===== src/rtl/kbd_arrow_decoder.sv =====
// PS/2 set-2 scan byte decoder: held arrow-key levels plus a one-cycle key event per completed code.
// Optional WASD_ALIAS_EN: non-extended W/S/A/D drive the same levels, OR'd with the arrow keys.
module kbd_arrow_decoder #(
  parameter int unsigned TIMEOUT_CYCLES = 1_600_000,
  parameter int unsigned PAUSE_SKIP     = 7
) (
  input  logic       clk,
  input  logic       resetN,
  input  logic       rx_valid,
  input  logic [7:0] rx_data,
  input  logic       rx_err,
  output logic       leftPressed,
  output logic       rightPressed,
  output logic       upPressed,
  output logic       downPressed,
  output logic       keyEvent,
  output logic [8:0] keyCode,
  output logic       keyMake
);

  localparam int unsigned TW = $clog2(TIMEOUT_CYCLES + 1);
  localparam int unsigned SW = $clog2(PAUSE_SKIP + 1);

  typedef enum logic [2:0] {IDLE, EXT, BRK, EXT_BRK, SKIP} state_t;

  state_t        state_q, state_d;
  logic [TW-1:0] tmo_q, tmo_d;
  logic [SW-1:0] skip_q, skip_d;
  logic [3:0]    arrow_q, arrow_d;  // {down, up, right, left}
  logic          ev_q, ev_d;
  logic [8:0]    code_q, code_d;
  logic          make_q, make_d;
  logic          done, done_ext, done_make;
  logic [3:0]    lvl;

  function automatic logic [3:0] arrow_mask(input logic [7:0] b);
    case (b)
      8'h6B:   arrow_mask = 4'b0001;
      8'h74:   arrow_mask = 4'b0010;
      8'h75:   arrow_mask = 4'b0100;
      8'h72:   arrow_mask = 4'b1000;
      default: arrow_mask = 4'b0000;
    endcase
  endfunction

`ifdef WASD_ALIAS_EN
  logic [3:0] alias_q, alias_d;

  function automatic logic [3:0] alias_mask(input logic [7:0] b);
    case (b)
      8'h1C:   alias_mask = 4'b0001;
      8'h23:   alias_mask = 4'b0010;
      8'h1D:   alias_mask = 4'b0100;
      8'h1B:   alias_mask = 4'b1000;
      default: alias_mask = 4'b0000;
    endcase
  endfunction

  assign lvl = arrow_q | alias_q;
`else
  assign lvl = arrow_q;
`endif

  always_comb begin
    state_d   = state_q;
    tmo_d     = tmo_q;
    skip_d    = skip_q;
    arrow_d   = arrow_q;
`ifdef WASD_ALIAS_EN
    alias_d   = alias_q;
`endif
    ev_d      = 1'b0;
    code_d    = code_q;
    make_d    = make_q;
    done      = 1'b0;
    done_ext  = 1'b0;
    done_make = 1'b0;

    if (rx_err) begin
      // receiver error aborts any partial code, even with a coincident strobe
      state_d = IDLE;
      tmo_d   = '0;
    end else if (rx_valid) begin
      tmo_d = '0;
      case (state_q)
        IDLE: begin
          case (rx_data)
            8'hE0: state_d = EXT;
            8'hF0: state_d = BRK;
            8'hE1: begin
              state_d = SKIP;
              skip_d  = SW'(PAUSE_SKIP);
            end
            8'h00, 8'hAA, 8'hFA, 8'hFE, 8'hFF: ;
            default: begin
              done      = 1'b1;
              done_make = 1'b1;
            end
          endcase
        end
        EXT: begin
          if (rx_data == 8'hF0) begin
            state_d = EXT_BRK;
          end else if (rx_data != 8'hE0) begin
            done      = 1'b1;
            done_ext  = 1'b1;
            done_make = 1'b1;
          end
        end
        BRK: done = 1'b1;
        EXT_BRK: begin
          done     = 1'b1;
          done_ext = 1'b1;
        end
        SKIP: begin
          skip_d = skip_q - SW'(1);
          if (skip_q <= SW'(1)) state_d = IDLE;
        end
        default: state_d = IDLE;
      endcase

      if (done) begin
        state_d = IDLE;
        ev_d    = 1'b1;
        code_d  = {done_ext, rx_data};
        make_d  = done_make;
        if (done_ext) begin
          arrow_d = done_make ? (arrow_q | arrow_mask(rx_data))
                              : (arrow_q & ~arrow_mask(rx_data));
        end
`ifdef WASD_ALIAS_EN
        else begin
          alias_d = done_make ? (alias_q | alias_mask(rx_data))
                              : (alias_q & ~alias_mask(rx_data));
        end
`endif
      end
    end else if (state_q != IDLE) begin
      // inter-byte watchdog: a stalled prefix is dropped silently
      if (tmo_q == TW'(TIMEOUT_CYCLES - 1)) begin
        state_d = IDLE;
        tmo_d   = '0;
      end else begin
        tmo_d = tmo_q + TW'(1);
      end
    end else begin
      tmo_d = '0;
    end
  end

  always_ff @(posedge clk or negedge resetN) begin
    if (!resetN) begin
      state_q <= IDLE;
      tmo_q   <= '0;
      skip_q  <= '0;
      arrow_q <= '0;
`ifdef WASD_ALIAS_EN
      alias_q <= '0;
`endif
      ev_q    <= 1'b0;
      code_q  <= '0;
      make_q  <= 1'b0;
    end else begin
      state_q <= state_d;
      tmo_q   <= tmo_d;
      skip_q  <= skip_d;
      arrow_q <= arrow_d;
`ifdef WASD_ALIAS_EN
      alias_q <= alias_d;
`endif
      ev_q    <= ev_d;
      code_q  <= code_d;
      make_q  <= make_d;
    end
  end

  assign leftPressed  = lvl[0];
  assign rightPressed = lvl[1];
  assign upPressed    = lvl[2];
  assign downPressed  = lvl[3];
  assign keyEvent     = ev_q;
  assign keyCode      = code_q;
  assign keyMake      = make_q;

endmodule

===== config.mk =====
export PLATFORM = sky130hd
export DESIGN_NAME = kbd_arrow_decoder
export DESIGN_NICKNAME = d
export VERILOG_FILES = /design/src/rtl/kbd_arrow_decoder.sv
export SDC_FILE = /design/constraint.sdc
export NUM_CORES = 1
export LEC_CHECK = 0
export CELL_PAD_IN_SITES_DETAIL_PLACEMENT = 0
export CELL_PAD_IN_SITES_GLOBAL_PLACEMENT = 2
export CORE_MARGIN = 10
export CORE_UTILIZATION = 29
export DETAILED_ROUTE_END_ITERATION = 10
export HOLD_SLACK_MARGIN = 0.12
export PLACE_DENSITY_LB_ADDON = 0.1
export SYNTH_ARGS = -nofsm -noshare
export SYNTH_HDL_FRONTEND = slang
export SYNTH_SLANG_ARGS = --single-unit

===== constraint.sdc =====
create_clock -name clk -period 4.6 [get_ports clk]
set_input_delay 0.92 -clock clk [delete_from_list [all_inputs] [get_ports clk]]
set_output_delay 0.92 -clock clk [all_outputs]
set_load 0.02 [all_outputs]

==> flow_summary.yaml <==
die:
  core_sq_um: 7370
  ios: 27
  die_w_um: 108
  die-area_sq_um: 11600
  initial_core_util_pct: 30.4
  die_h_um: 108
  std_cell_rows: 31
place:
  placed_cell_area_sq_um: 2580
  dp_hpwl_mm: 3.71
  port_buffers: 26
  post-place-ws_ns: 1.54
  placedCellCount: 341
  place_congestion: 0.749
clocking:
  cts.sinks: 42
  cts_htree_levels: 2
  cts_setup_buffers: 0
  cts_buffers: 5
  cts_buffer_depth: 2
  worstSkewPairLatency_ns: 0.29
  root_buffer: "clkbuf_8"
  cts_tree: "built"
  clk_pin_slew_ns: 0.08
  postCtsHoldBufs: 0
  cts_resized: 0
power:
  p_switching_mw: 0.192
  internal_power_mw: 0.600
  p_total_mw: 0.793
  irDropWorstVdd_v: 0.000119
  power_frac_seq_pct: 49.9
  p_per_area_nw_per_um2: 295
  switching_share_pct: 24.3
  p_clk_share_pct: 36.3
  p_comb_share_pct: 13.8
  cellLeakagePower_nw: 1.05
sta:
  rsz0062_at_grt: "no"
  worst_pin_slew_ns: 0.952
  worst_slack_ns: 1.87
  skew_ns: 0.00347
  finalCritPeriodShare_pct: 59.5
  holdWs_ns: 0.512
  finalSetupTns_ns: 0
  maxSlewViolCount: 0
  setup-violations-final: 0
  hold_viol_final: 0
  max_freq_ghz: 0.366
  finalCriticalPeriod_ns: 2.73
  max_slew_margin_pct: 36.5
synth:
  synthArstFlopShare_pct: 100
  ys_warn_count: 0
  syn_avg_cell_area_sq_um: 9.99
  synth-edff-count: 0
  synthCells: 224
  synthFlopType: "dfrtp_1"
  ys_seq_elements: 42
  syn_area_sq_um: 2240
  synth_cell_types: 41
  seq_area_frac_synth_pct: 47.0
  synth_nets: 239
global_route:
  grt_max_degree: 43
  grtUsageTotal_pct: 9.30
  grt_pass1_wl_mm: 8.76
  grt_pass1_vias: 1762
  globalRouteOverflowTotal: 0
  antenna_found_initial: 0
critical_path:
  cpLargestDelayFamily: "buffers and inverters"
  crit_fanout: 11
  setup.worst_path.end_class: "flip-flop"
  crit_path_top_delay_cell: "clkdlybuf4s50_1"
  crit_chain: "clkdlybuf4s50_1, and4_1, a22oi_1, nand3_2, a211oi_2, buf_4, mux2_2"
  crit_arrival_ns: 2.91
  max_stage_delay_ns: 0.59
  cp_num_buf_inv: 2
  crit_type: "in -> reg"
  worstPathRequired_ns: 4.78
  critPathLaunchType: "primary input"
detailed_routing:
  drc: 0
  final_antenna_net_count: 0
  drtIter0Drc: 39
  viasPerCell: 4.67
  drt-total-wl_mm: 5.06
  first_pass_iters: 4
  wl_per_cell_um: 14.5
  vias: 1630
finish:
  finalNetCount: 264
  num-fill-cells: 767
  syn2layout_area_growth_pct: 20.0
  fin_util_pct: 36.5
  stdcell_count: 349
  diodes: 0
  design_area_sq_um: 2690
  layout-drive-gt1-share_pct: 10.4
worst_hold_path:
  hp-class: "reg -> reg"
job:
  cap_violations: 0
outcome:
  status: "complete, no violations"
logic make-up after synthesis:
logic type	Yosys count	share of synthesized area, %
DFF	42	47.0
buffers and inverters	19	3.80
xor gates and xnor gates	20	7.83
adders and majority gates	3	1.68
muxes	13	7.88
AOI/OAI and AO/OA	22	6.71
and+or+nand+nor	105	25.2
path summary, 6_finish.rpt:
path / start / end / slack [ns] / depth (start not counted)
setup / recovery: rx_data[4] / keyCode[0] / 1.87 / 7
hold / removal: flip-flop / flip-flop / 0.51 / 1
setup reg to reg: state_q[1] / keyCode[0] / 2.43 / 6
hold reg to reg: flip-flop / flip-flop / 0.51 / 1
max in group asynchronous: resetN / tmo_q[12] / 3.23 / 1
min in group asynchronous: resetN / keyEvent / 0.78 / 1
state kept, by name, summed over array words and instances (netlist names), named ones only:
name	flops
keyMake	1
keyEvent	1
keyCode	9
state_q	3
skip_q	3
tmo_q	21
power by group through the flow:
stage / Combinational (mW) / Clock (mW) / Sequential [mW]
floorplan: 0.0415 / 0 / 0.417
global placement: 0.112 / 0 / 0.403
detailed placement: 0.113 / 0 / 0.403
CTS: 0.112 / 0.303 / 0.396
global route: 0.119 / 0.322 / 0.398
finish: 0.109 / 0.288 / 0.395
layout by cell type, fill, tap and decap left out, types with 6 or more instances in the layout:
cell             instances
clkdlybuf4s50_1         25
dfrtp_1                 42
inv_1                   10
mux2_4                   8
nand2_1                 12
nand3_1                 10
nand4_1                  6
nor2_1                  33
nor3_1                  11
nor4_1                   8
xnor2_1                 13
xor2_1                   7
cells in the mapped netlist (all sizes together) (4+ instances only):
cell type / number / area share (%)
and4: 4 / 1.6
mux2: 13 / 7.9
and3: 4 / 1.1
dfrtp: 42 / 47
nor4: 9 / 3.2
or3: 5 / 1.4
nand4: 6 / 1.7
o21ai: 5 / 1.1
nor2: 33 / 5.5
nand3: 11 / 2.7
nor3: 11 / 2.5
a21oi: 4 / 0.89
inv: 10 / 1.7
xor2: 7 / 2.7
buf: 6 / 1.6
nand2: 12 / 2.0
xnor2: 13 / 5.1
a31oi: 4 / 1.4
routing by layer:
layer	vias to the layer above	wire length [um]	track usage, %
li1	838	-	-
met2	16	2400	15.1
met1	774	2440	11.7
met5	-	0	0
met3	2	187	2.51
met4	0	32	2.86
cell type report:
class                      count  area, sq um  area share [%]
clock buffer                   5         68.8            2.56
clock inverter                 3         40.0            1.49
inverter                      10         37.5            1.40
multi-input combinational    163         1100            41.0
sequential                    42         1050            39.1
tap                           99          124            4.61
timing repair buffer          27          263            9.78
Power figures use the tool's default switching activity.
